### src/rtl/btn_debounce.sv
// btn_debounce
//   Per-channel push-button debouncer. Each raw pin is brought into the
//   clk_lb domain through a two-flop synchronizer. A small FSM then accepts a
//   new level only after the synchronized value has been seen at that level
//   on DEB_CYCLES consecutive clock edges. Any return to the old level before
//   that point cancels the attempt and leaves the output unchanged.
//
// Parameters
//   N_BTN      : number of independent button channels (1..16)
//   CNT_W      : width of each per-channel debounce counter
//   DEB_CYCLES : consecutive stable samples needed to accept a level
//                (2 .. 2**CNT_W-1)
//
// Ports
//   clk_lb   : clock; all state changes on its rising edge
//   reset_n  : asynchronous, active-low reset
//   btn_in   : raw asynchronous button pins, 1 = pressed
//   btn_lvl  : registered debounced level per channel
//   btn_rise : registered one-cycle pulse when btn_lvl goes 0->1
//   btn_fall : registered one-cycle pulse when btn_lvl goes 1->0
module btn_debounce #(
  parameter int N_BTN      = 5,
  parameter int CNT_W      = 20,
  parameter int DEB_CYCLES = 1000000
) (
  input  logic             clk_lb,
  input  logic             reset_n,
  input  logic [N_BTN-1:0] btn_in,
  output logic [N_BTN-1:0] btn_lvl,
  output logic [N_BTN-1:0] btn_rise,
  output logic [N_BTN-1:0] btn_fall
);

  typedef enum logic [1:0] {
    LO_STABLE,
    HI_WAIT,
    HI_STABLE,
    LO_WAIT
  } state_t;

  // Counter value on the edge that completes DEB_CYCLES stable samples.
  localparam logic [CNT_W-1:0] DEB_LAST = CNT_W'(DEB_CYCLES - 1);

  logic [N_BTN-1:0] btn_meta;
  logic [N_BTN-1:0] btn_sync;
  state_t           state [N_BTN];
  logic [CNT_W-1:0] cnt   [N_BTN];

  always_ff @(posedge clk_lb or negedge reset_n) begin
    if (!reset_n) begin
      btn_meta <= '0;
      btn_sync <= '0;
    end else begin
      btn_meta <= btn_in;
      btn_sync <= btn_meta;
    end
  end

  // The counter holds the number of consecutive samples already seen at the
  // candidate level, so entering a WAIT state loads 1 (this edge counts) and
  // acceptance happens when the current sample would make it DEB_CYCLES.
  always_ff @(posedge clk_lb or negedge reset_n) begin
    if (!reset_n) begin
      for (int unsigned i = 0; i < N_BTN; i++) begin
        state[i] <= LO_STABLE;
        cnt[i]   <= '0;
      end
      btn_lvl  <= '0;
      btn_rise <= '0;
      btn_fall <= '0;
    end else begin
      btn_rise <= '0;
      btn_fall <= '0;
      for (int unsigned i = 0; i < N_BTN; i++) begin
        case (state[i])
          LO_STABLE: begin
            if (btn_sync[i]) begin
              state[i] <= HI_WAIT;
              cnt[i]   <= CNT_W'(1);
            end else begin
              cnt[i]   <= '0;
            end
          end
          HI_WAIT: begin
            if (!btn_sync[i]) begin
              state[i] <= LO_STABLE;
              cnt[i]   <= '0;
            end else if (cnt[i] == DEB_LAST) begin
              state[i]    <= HI_STABLE;
              cnt[i]      <= '0;
              btn_lvl[i]  <= 1'b1;
              btn_rise[i] <= 1'b1;
            end else begin
              cnt[i]   <= cnt[i] + CNT_W'(1);
            end
          end
          HI_STABLE: begin
            if (!btn_sync[i]) begin
              state[i] <= LO_WAIT;
              cnt[i]   <= CNT_W'(1);
            end else begin
              cnt[i]   <= '0;
            end
          end
          LO_WAIT: begin
            if (btn_sync[i]) begin
              state[i] <= HI_STABLE;
              cnt[i]   <= '0;
            end else if (cnt[i] == DEB_LAST) begin
              state[i]    <= LO_STABLE;
              cnt[i]      <= '0;
              btn_lvl[i]  <= 1'b0;
              btn_fall[i] <= 1'b1;
            end else begin
              cnt[i]   <= cnt[i] + CNT_W'(1);
            end
          end
          default: begin
            state[i] <= LO_STABLE;
            cnt[i]   <= '0;
          end
        endcase
      end
    end
  end

endmodule

### config.mk
export PLATFORM = sky130hd
export DESIGN_NAME = btn_debounce
export DESIGN_NICKNAME = d
export VERILOG_FILES = /design/src/rtl/btn_debounce.sv
export SDC_FILE = /design/constraint.sdc
export NUM_CORES = 1
export LEC_CHECK = 0
export BUFFER_PORTS_ARGS = -buffer_cell sky130_fd_sc_hd__buf_2
export CAP_MARGIN = 40
export CELL_PAD_IN_SITES_DETAIL_PLACEMENT = 0
export CELL_PAD_IN_SITES_GLOBAL_PLACEMENT = 1
export CORE_MARGIN = 2
export CORE_UTILIZATION = 30
export DETAILED_ROUTE_END_ITERATION = 6
export MAX_ROUTING_LAYER = met4
export PLACE_DENSITY = 0.58
export SETUP_SLACK_MARGIN = 0.3
export SYNTH_ARGS = -nofsm -noshare
export SYNTH_HDL_FRONTEND = slang
export SYNTH_SLANG_ARGS = --single-unit
### constraint.sdc
create_clock -name clk_lb -period 5.2 [get_ports clk_lb]
set_input_delay 0.26 -clock clk_lb [delete_from_list [all_inputs] [get_ports clk_lb]]
set_output_delay 0.26 -clock clk_lb [all_outputs]
set_load 0.02 [all_outputs]
==> impl_metrics.csv, run 1 <==
group,metric,value,unit
status,status,"completed",
place,dpl_cell_area,0.006778,mm^2
finish,layout_commonest_cell,"dfrtp_1",
logic_synthesis,syn_inst,642,
drt,drt_wl_total,13010,um
die,coreArea,0.02089,mm^2
logic_synthesis,syn_avg_cell_area,9.914,um^2
critical_path,ff2ff_path_depth,5,
timing,setup_tns,0,ns
timing,max_clock_freq,419.5,MHz
timing,finalCritPeriodShare,45.84,%
cts,clock_latency,0.41,ns
critical_path,end_kind,"register",
finish,finalInstanceArea,0.007418,mm^2
global_route,grt_pass1_wl,23000,um
cts,cts_root_buffer,"clkbuf_16",
logic_synthesis,ys_seq_area_share,53.08,%
logic_synthesis,synth_edf_count,0,
global_route,grt_use_met3,3.659,%
drt,drtAntennaViolNets,0,
job,max_cap_viol_count,0,
cts,cts_max_level,4,
critical_path,crit_type,"reg -> reg",
place,placed_cells,921,
timing,finalMaxSlewViolations,0,
global_route,grt_busiest_layer,"met2",
power,p_total,2.335,mW
logic_synthesis,ys_types,42,
critical_path,crit_cells,5,
power,cellPowerDensity,314.8,mW/mm^2
critical_path,start_kind,"register",
timing,finalSetupViolations,0,
global_route,grt_pass1_vias,4700,
die,io_pins,22,
die,fp.dieH,149.7,um
critical_path,path_max_fanout,20,
cts,numCtsBuffers,17,
logic_synthesis,ys_warn_count,0,
drt,drt-initial-drc-count,202,
logic_synthesis,synth.cell_area,0.006365,mm^2
die,initial_utilization,30.47,%
logic_synthesis,synth_seq_cells,135,
logic_synthesis,async_flop_share,100.0,%
timing,tightest_slew,0.6903,ns
drt,first_pass_iters,4,
logic_synthesis,synth_area_leader_cell,"dfrtp_1",
critical_path,critical-path-max-stage-delay,0.65,ns
logic_synthesis,synth.area.top_cells,"dfrtp_1 53%, xnor2_1 5.5%, nor2_1 4.5%, nand3_1 3.3%, xor2_1 3.3%",
die,dieWidth,149.7,um
finish,syn2layout_area_growth,16.55,%
critical_path,crit_buf_inv,0,
finish,final_core_util,35.51,%
global_route,grt_overflow,0,
critical_path,arrival,2.65,ns
hold_path,hold-path-cell-count,0,
critical_path,path_delay_family,"simple AND/OR/NAND/NOR gates",
global_route,met2_usage,20.41,%
finish,layout_common_cells,"135 x dfrtp_1, 76 x nor2_1, 42 x nand3_1",
timing,clock_skew,0.005210,ns
cts,clkSinkCount,135,
timing,fin_crit,2.384,ns
drt,num_vias,4677,
place,gp_congestion,0.7496,
drt,wl_per_cell,13.57,um
cts,cts_buffer_depth,2,
logic_synthesis,yosysTopAreaCellShare,53.08,%
critical_path,cpMaxStageDelayCell,"nor4_1",
critical_path,crit_chain,"ha_1, nand3_1, nor4_1, a21o_1, o22ai_1",
logic_synthesis,synth_nets,654,
timing,rsz0062_at_grt,"false",
die,row_count,53,
global_route,grt_max_degree,49,
finish,finalNonFillerCells,959,
timing,slew_headroom,53.98,%
finish,nFillCells,2097,
logic_synthesis,synth_ff_type,"dfrtp_1",
cts,cts_tree,"done",
global_route,grtUsageMet1,16.89,%
power,vdd_drop_max,0.2107,mV
drt,drc,0,
timing,hold_viol,0,
hold_path,holdCritPathClass,"reg -> reg",
power,p_leak,2.973,nW
die,design.die.area,0.02240,mm^2
global_route,track_usage,13.12,%
finish,drive_above_1_share,9.211,%
critical_path,crit_required,5.47,ns
finish,antenna_cells,0,
place,dp_hpwl,8688,um
cts,path_clk_slew,0.06,ns
place,io_buffers,21,
finish,fin_nets,683,
drt,viasPerCell,4.877,
global_route,antenna_found_initial,0,
==> registers in the layout (all words and copies together) (netlist names), named ones only <==
signal	count
state	5
btn_fall	5
btn_lvl	5
btn_meta	5
cnt	100
btn_rise	5
btn_sync	5
==> cell usage after synthesis, types with 2 or more instances <==
cell       count
a21o_1        10
a21oi_1       31
a2bb2oi_1      4
a41oi_1        4
and2_1         7
and3_1         8
and4_1         4
and4b_1        3
buf_2          5
clkbuf_1      14
dfrtp_1      135
ha_1           5
inv_1         34
mux2i_1        4
nand2_1       34
nand3_1       42
nand3b_1       2
nand4_1       20
nor2_1        76
nor2b_1        3
nor3_1        25
nor4_1        14
nor4_2         2
nor4b_1        3
o21ai_0       19
o22ai_1        5
o31ai_1       14
or2_2          2
or3_1         19
or3b_2         2
or4_1         19
xnor2_1       40
xor2_1        24
==> layer usage <==
layer,wire [um],up-vias
li1,-,2354
met1,6420,2266
met5,0,-
met3,396,7
met2,6071,50
met4,123,0
==> worst reg2reg max path: cells and delay by family, from the launching register on <==
family          cells  cell delay [ns]
fa+ha+maj           1             0.20
flops               1             0.39
simple gates        2             0.91
compound gates      2             0.74
==> cell type report <==
type | count | area (um^2) | share of cell area, %
inverters | 34 | 127.6 | 1.720
repair buffers | 29 | 206.4 | 2.783
multi-input cells | 454 | 2781 | 37.49
clock inverters | 11 | 130.1 | 1.754
well taps | 275 | 344.1 | 4.638
flip-flops and latches | 135 | 3378 | 45.54
clock buffers | 21 | 450.4 | 6.072
==> per-stage QoR <==
step	setup slack [ns]	hold slack (ns)
6_report	2.816	0.3432
5_1_grt	2.511	0.3507
4_1_cts	2.783	0.3449
3_5_place_dp	2.794	0.2355
3_3_place_gp	2.887	0.3359
2_1_floorplan	3.231	-0.03559
==> report_power, final <==
group / internal (mW) / switching [mW]
combinational: 0.0203 / 0.0439
clock: 0.759 / 0.433
sequential: 1.06 / 0.0150
==> kinds of logic (layout without fill, tap and decap cells) <==
kind of cell	after synthesis	after routing	synth area share, %
compound gates	89	89	8.610
xor+xnor	64	64	8.807
fa+ha+maj	5	5	0.9829
buf+inv	53	95	3.224
flops	135	135	53.08
mux	4	4	0.6291
simple gates	292	292	24.67
==> final timing paths <==
| check | endpoint | slack [ns] | startpoint |
|---|---|---|---|
| worst max-delay path | cnt[60] | 2.82 | cnt[60] |
| min in group asynchronous | cnt[83] | 0.37 | reset_n |
| worst max register to register | cnt[60] | 2.82 | cnt[60] |
| worst min-delay path | btn_sync[1] | 0.34 | btn_meta[1] |
| worst min register to register | btn_sync[1] | 0.34 | btn_meta[1] |
| max in group asynchronous | cnt[5] | 3.92 | reset_n |
==> repair_timing <==
action                    4_1_cts  5_1_grt
buffers inserted                0        0
hold endpoints to repair       50        0
resized for setup               0        0
hold buffers                    6        0
(Power assumes the default switching activity.)
==> run 2, diff against run 1 <==
Clock period 5.2 ns to 2.2 ns, I/O delays scaled along.
==> run 2 against run 1 <==
Against the previous run:
- clock power is 120% higher
- final area is 5.1% higher
- sequential power is 140% higher
- utilization is 1.8 points higher
- critical endpoint is now cnt[38]
- largest cell class unchanged
- hold slack worse by 0.12 ns
- register-to-register slack worse by 2.6 ns
- total power is 130% higher
- routed wire length is 1.7% higher
- combinational power grew to 2.9 times the previous value
- cell count is 3.1% higher
- global-route usage hardly changed
==> impl_metrics.csv, run 2 (synthesis gave the netlist of run 1 again) <==
group,metric,value,unit
cts,cts_buffer_depth,2,
power,p_total,5.352,mW
drt,num_vias,4859,
drt,drc,0,
cts,numCtsBuffers,17,
finish,largest_register_ffs,100,
critical_path,crit_type,"reg -> reg",
power,p_leak,3.132,nW
critical_path,worstSetupStartpoint,"cnt[20]",
timing,tightest_slew,0.5437,ns
power,p_sw_share,21.35,%
timing,setup_tns,0,ns
timing,hold_viol,0,
place,io_buffers,21,
finish,layout_commonest_cell,"dfrtp_1",
place,gp_congestion,0.8075,
critical_path,arrival,2.29,ns
die,initial_utilization,30.47,%
die,fp.dieH,149.7,um
global_route,antenna_found_initial,0,
job,max_cap_viol_count,0,
die,io_pins,22,
power,clockPowerShare,48.9,%
critical_path,rrSetupSlack,0.26,ns
global_route,grt_overflow,0,
critical_path,rr_startpoint,"cnt[20]",
finish,fin_nets,715,
finish,drive_above_1_share,16.39,%
place,dp_hpwl,8778,um
power,vdd_drop_max,0.4765,mV
die,row_count,53,
die,dieWidth,149.7,um
critical_path,cpMaxStageDelayCell,"or4_4",
cts,clkSinkCount,135,
critical_path,end_kind,"register",
cts,cts_root_buffer,"clkbuf_16",
drt,first_pass_iters,4,
timing,rsz0062_at_grt,"true",
power,p_comb_share,3.4,%
cts,path_clk_slew,0.05,ns
place,dp_slack,0.1226,ns
global_route,grt_pass1_wl,22870,um
drt,viasPerCell,4.913,
finish,layout_common_cells,"129 x dfrtp_1, 76 x nor2_1, 41 x nand3_1",
cts,cts_max_level,4,
power,power_frac_seq,47.7,%
finish,syn2layout_area_growth,22.49,%
power,switchingPower,1.143,mW
cts,clock_latency,0.42,ns
finish,regMostFlops,"cnt",
critical_path,path_max_fanout,6,
global_route,grt_max_degree,57,
timing,clock_skew,0.005870,ns
die,design.die.area,0.02240,mm^2
timing,finalSetupViolations,0,
die,coreArea,0.02089,mm^2
global_route,track_usage,13.09,%
cts,cts_tree,"done",
timing,finalMaxSlewViolations,0,
critical_path,crit_chain,"ha_4, nand2_4, or4_4, or4_4, a21oi_2",
critical_path,start_kind,"register",
timing,timing.final.ws_setup,0.2622,ns
timing,max_clock_freq,516.0,MHz
critical_path,crit_required,2.55,ns
power,internal_power,4.210,mW
hold_path,holdCritPathClass,"in -> async",
drt,drtAntennaViolNets,0,
finish,antenna_cells,0,
status,status,"completed",
critical_path,critPathMostFrequentCell,"or4_4",
drt,drt_wl_total,13230,um
drt,wl_per_cell,13.38,um
drt,drt-initial-drc-count,217,
timing,fin_crit,1.938,ns
timing,slew_headroom,63.75,%
critical_path,critical-path-max-stage-delay,0.58,ns
global_route,grt_pass1_vias,4856,
place,placed_cells,940,
power,cellPowerDensity,686.5,mW/mm^2
finish,final_core_util,37.32,%
timing,finalCritPeriodShare,88.08,%
finish,finalNonFillerCells,989,
[run 2: cell count changes in the layout (fill, tap and decap cells not counted), sizes merged]
cell	before	now
clkinv	8	3
clkbuf	21	26
buf	23	55
bufinv	3	1
[run 2: final timing paths]
check,end,cells past startpoint
hold / removal,btn_meta[0],2
max in group asynchronous,asynchronous set/reset pin,3
setup / recovery,cnt[38],5
hold reg to reg,btn_sync[1],0
setup reg to reg,cnt[38],5
min in group clk_lb,btn_meta[1],2
[run 2: power by group through the flow]
stage          clock [mW]  sequential, mW  combinational, mW
2_1_floorplan           0            2.58             0.0725
3_3_place_gp            0            2.59              0.166
5_1_grt              2.81            2.56              0.214
3_5_place_dp            0            2.59              0.168
4_1_cts              2.70            2.55              0.186
6_report             2.62            2.55              0.183
[run 2: cell type report]
| class | instances | area [um^2] |
|---|---|---|
| tap | 275 | 344.1 |
| clock buffer | 26 | 489.2 |
| fill | 2078 | 13090 |
| timing repair buffer | 61 | 467.9 |
| sequential | 135 | 3386 |
| multi-input combinational | 454 | 2937 |
| clock inverter | 4 | 45.04 |
| inverter | 34 | 127.6 |
[run 2: what timing repair did]
action | in CTS | in global routing
hold endpoints to repair | 58 | 0
hold buffers | 6 | 0
setup buffers | 3 | 10
endpoints found under the setup margin | 59 | 71
resized for setup | 15 | 20
pin swaps | 2 | 8
[run 2: through the flow]
step | area (um^2) | hold slack (ns)
after floorplan | 6370 | -0.1856
final | 7796 | 0.2279
after global routing | 7796 | 0.2747
after detailed placement | 6943 | 0.1223
after global placement | 6943 | 0.1166
after CTS | 7625 | 0.2525
[run 2: worst max-delay path: cells and delay by family (launching register included)]
family,cells,cell delay (ns)
and+or+nand+nor,3,1.15
DFF,1,0.40
AOI/OAI and AO/OA,1,0.14
adders and majority gates,1,0.18
[run 2: per-layer routing]
layer | vias to the layer above | part of all wire (%) | GRT usage (%)
met2 | 45 | 47 | 20.69
met4 | 0 | 1.5 | 4.764
met5 | - | 0 | -
met3 | 17 | 3.5 | 3.872
met1 | 2401 | 48 | 15.94
li1 | 2396 | - | -
==> run 3, diff against run 2 <==
Settings changed: CTS_CLUSTER_SIZE from default to 24, PLACE_DENSITY 0.58 to default, PLACE_DENSITY_LB_ADDON from default to 0.05.
Clock period 2.2 ns to 1.8 ns, I/O delays scaled along.
==> run 3 against run 2 <==
Against the previous run:
- count of clock-buffer cells in the layout fell by 8
- via count is 11% higher
- sequential cell count stayed put
- critical path type unchanged
- the run now ends with setup timing left
- die area unchanged
==> impl_metrics.csv, run 3 (synthesis gave the netlist of run 1 again) <==
group,metric,value,unit
status,status,"complete, but fails checks",
status,violations,"setup timing",
power,power_frac_seq,43.2,%
global_route,antenna_found_initial,0,
global_route,grt_pass1_vias,5617,
timing,tightest_slew,0.5450,ns
global_route,grt_pass1_wl,27410,um
timing,fin_crit,1.861,ns
drt,num_vias,5389,
power,vdd_drop_max,0.6541,mV
finish,register_area,0.003388,mm^2
finish,layout_common_cells,"127 x dfrtp_1, 95 x buf_4, 50 x nor2_4",
timing,finalMaxSlewViolations,0,
finish,regMostFlops,"cnt",
hold_path,holdCritPathClass,"in -> async",
critical_path,crit_type,"reg -> reg",
critical_path,critical-path-max-stage-delay,0.52,ns
global_route,grt_overflow,0,
critical_path,end_kind,"register",
cts,cts_tree,"done",
cts,cts_root_buffer,"clkbuf_16",
finish,drive_above_1_share,49.33,%
timing,max_clock_freq,537.3,MHz
finish,layout_commonest_cell,"dfrtp_1",
cts,cts_max_level,4,
die,coreArea,0.02089,mm^2
place,dpl_cell_area,0.007467,mm^2
critical_path,start_kind,"register",
die,fp.dieH,149.7,um
drt,drtAntennaViolNets,0,
critical_path,rrSetupSlack,-0.06,ns
cts,clkSinkCount,135,
critical_path,rr_startpoint,"cnt[20]",
power,p_sw_share,22.29,%
finish,fin_nets,821,
drt,viasPerCell,4.917,
finish,final_core_util,47.68,%
timing,slew_headroom,63.67,%
critical_path,cpMaxStageDelayCell,"or4_4",
cts,cts_buffer_depth,2,
finish,nFillCells,1960,
critical_path,crit_chain,"ha_2, nand2_2, or4_4, or4_4, a21oi_2",
critical_path,path_max_fanout,3,
power,switchingPower,1.608,mW
timing,hold_viol,0,
critical_path,r2r-end,"cnt[38]",
place,dp_slack,-0.1395,ns
cts,numCtsBuffers,17,
global_route,track_usage,15.54,%
finish,syn2layout_area_growth,56.48,%
place,dp_hpwl,9874,um
drt,first_pass_iters,4,
die,design.die.area,0.02240,mm^2
critical_path,crit_required,2.14,ns
cts,clock_latency,0.41,ns
die,dieWidth,149.7,um
die,io_pins,22,
timing,setup_tns,-0.06128,ns
timing,rsz0062_at_grt,"true",
place,io_buffers,21,
drt,drt_wl_total,16140,um
finish,multiInputGateArea,0.003990,mm^2
drt,wl_per_cell,14.73,um
timing,finalSetupViolations,2,
critical_path,arrival,2.20,ns
drt,drc,0,
finish,antenna_cells,0,
timing,finalCritPeriodShare,103.4,%
die,initial_utilization,30.47,%
job,max_cap_viol_count,0,
power,cellPowerDensity,724.2,mW/mm^2
place,gp_congestion,0.8153,
power,p_comb_share,5.9,%
drt,drt-initial-drc-count,194,
critical_path,critPathMostFrequentCell,"or4_4",
finish,finalInstanceArea,0.009960,mm^2
power,clockPowerShare,50.8,%
power,p_leak,3.948,nW
global_route,grt_max_degree,55,
critical_path,ff2ff_path_depth,5,
timing,timing.final.ws_setup,-0.06100,ns
finish,largest_register_ffs,100,
timing,clock_skew,0.009089,ns
die,row_count,53,
power,internal_power,5.605,mW
cts,path_clk_slew,0.06,ns
## run 3: cell types whose count changed in the layout (fill, tap and decap cells not counted), moves of 9 or more
cell	change
or4_1	-11
nor2_1	-59
buf_4	+65
or4_4	+11
a21oi_1	-28
a21oi_2	+28
nor2_2	+9
buf_6	+29
nor2_4	+50
nand3_1	-14
## run 3: worst max-delay path by stage
stage | from | slack, ns | to
finish | cnt[20] | -0.06 | cnt[38]
global route | cnt[20] | -0.10 | cnt[38]
CTS | cnt[20] | -0.03 | cnt[38]
detailed placement | cnt[21] | -0.14 | cnt[38]
global placement | cnt[21] | -0.11 | cnt[38]
floorplan | cnt[20] | -0.11 | cnt[38]
## run 3: power by group through the flow
stage               logic [mW]  clock network [mW]  registers, mW
CTS                      0.363                3.79           3.12
detailed placement       0.241                   0           3.17
finish                   0.426                3.67           3.12
global placement         0.240                   0           3.17
floorplan                0.102                   0           3.16
global route             0.471                3.95           3.12
## run 3: layer usage
layer	track usage, %	vias to the layer above	part of all wire (%)
met5	-	-	0
met4	4.104	0	1.3
met3	3.323	23	2.1
met2	24.27	52	50
met1	20.60	2689	47
li1	-	2625	-
## run 3: layout make-up
type	instances	share of cell area, %
tap	275	3.455
clock buffer	18	4.410
sequential	135	34.02
multi-input combinational	454	40.06
clock inverter	13	1.809
inverter	34	1.281
timing repair buffer	167	14.96
## run 3: critical path: cells and delay by family (launching register included)
kind                     cells  cell delay [ns]
AND/OR/NAND/NOR              3             1.07
flip-flops                   1             0.37
adder cells (fa/ha/maj)      1             0.20
AO/OA/AOI/OAI                1             0.14
## run 3: per-stage QoR
step	instances	power, mW	hold slack (ns)
4_1_cts	1076	7.265	0.2142
6_report	1096	7.212	0.2069
5_1_grt	1096	7.541	0.2539
2_1_floorplan	642	3.263	-0.2056
3_5_place_dp	989	3.407	0.09894
3_3_place_gp	989	3.405	0.09468
## run 3: timing repair
action,4_1_cts,5_1_grt
gates resized for setup,154,161
endpoints found under the hold margin,56,0
buffers inserted,43,20
endpoints found under the setup margin,124,125
pin swaps,73,54
hold buffers,6,0
cloned,7,0
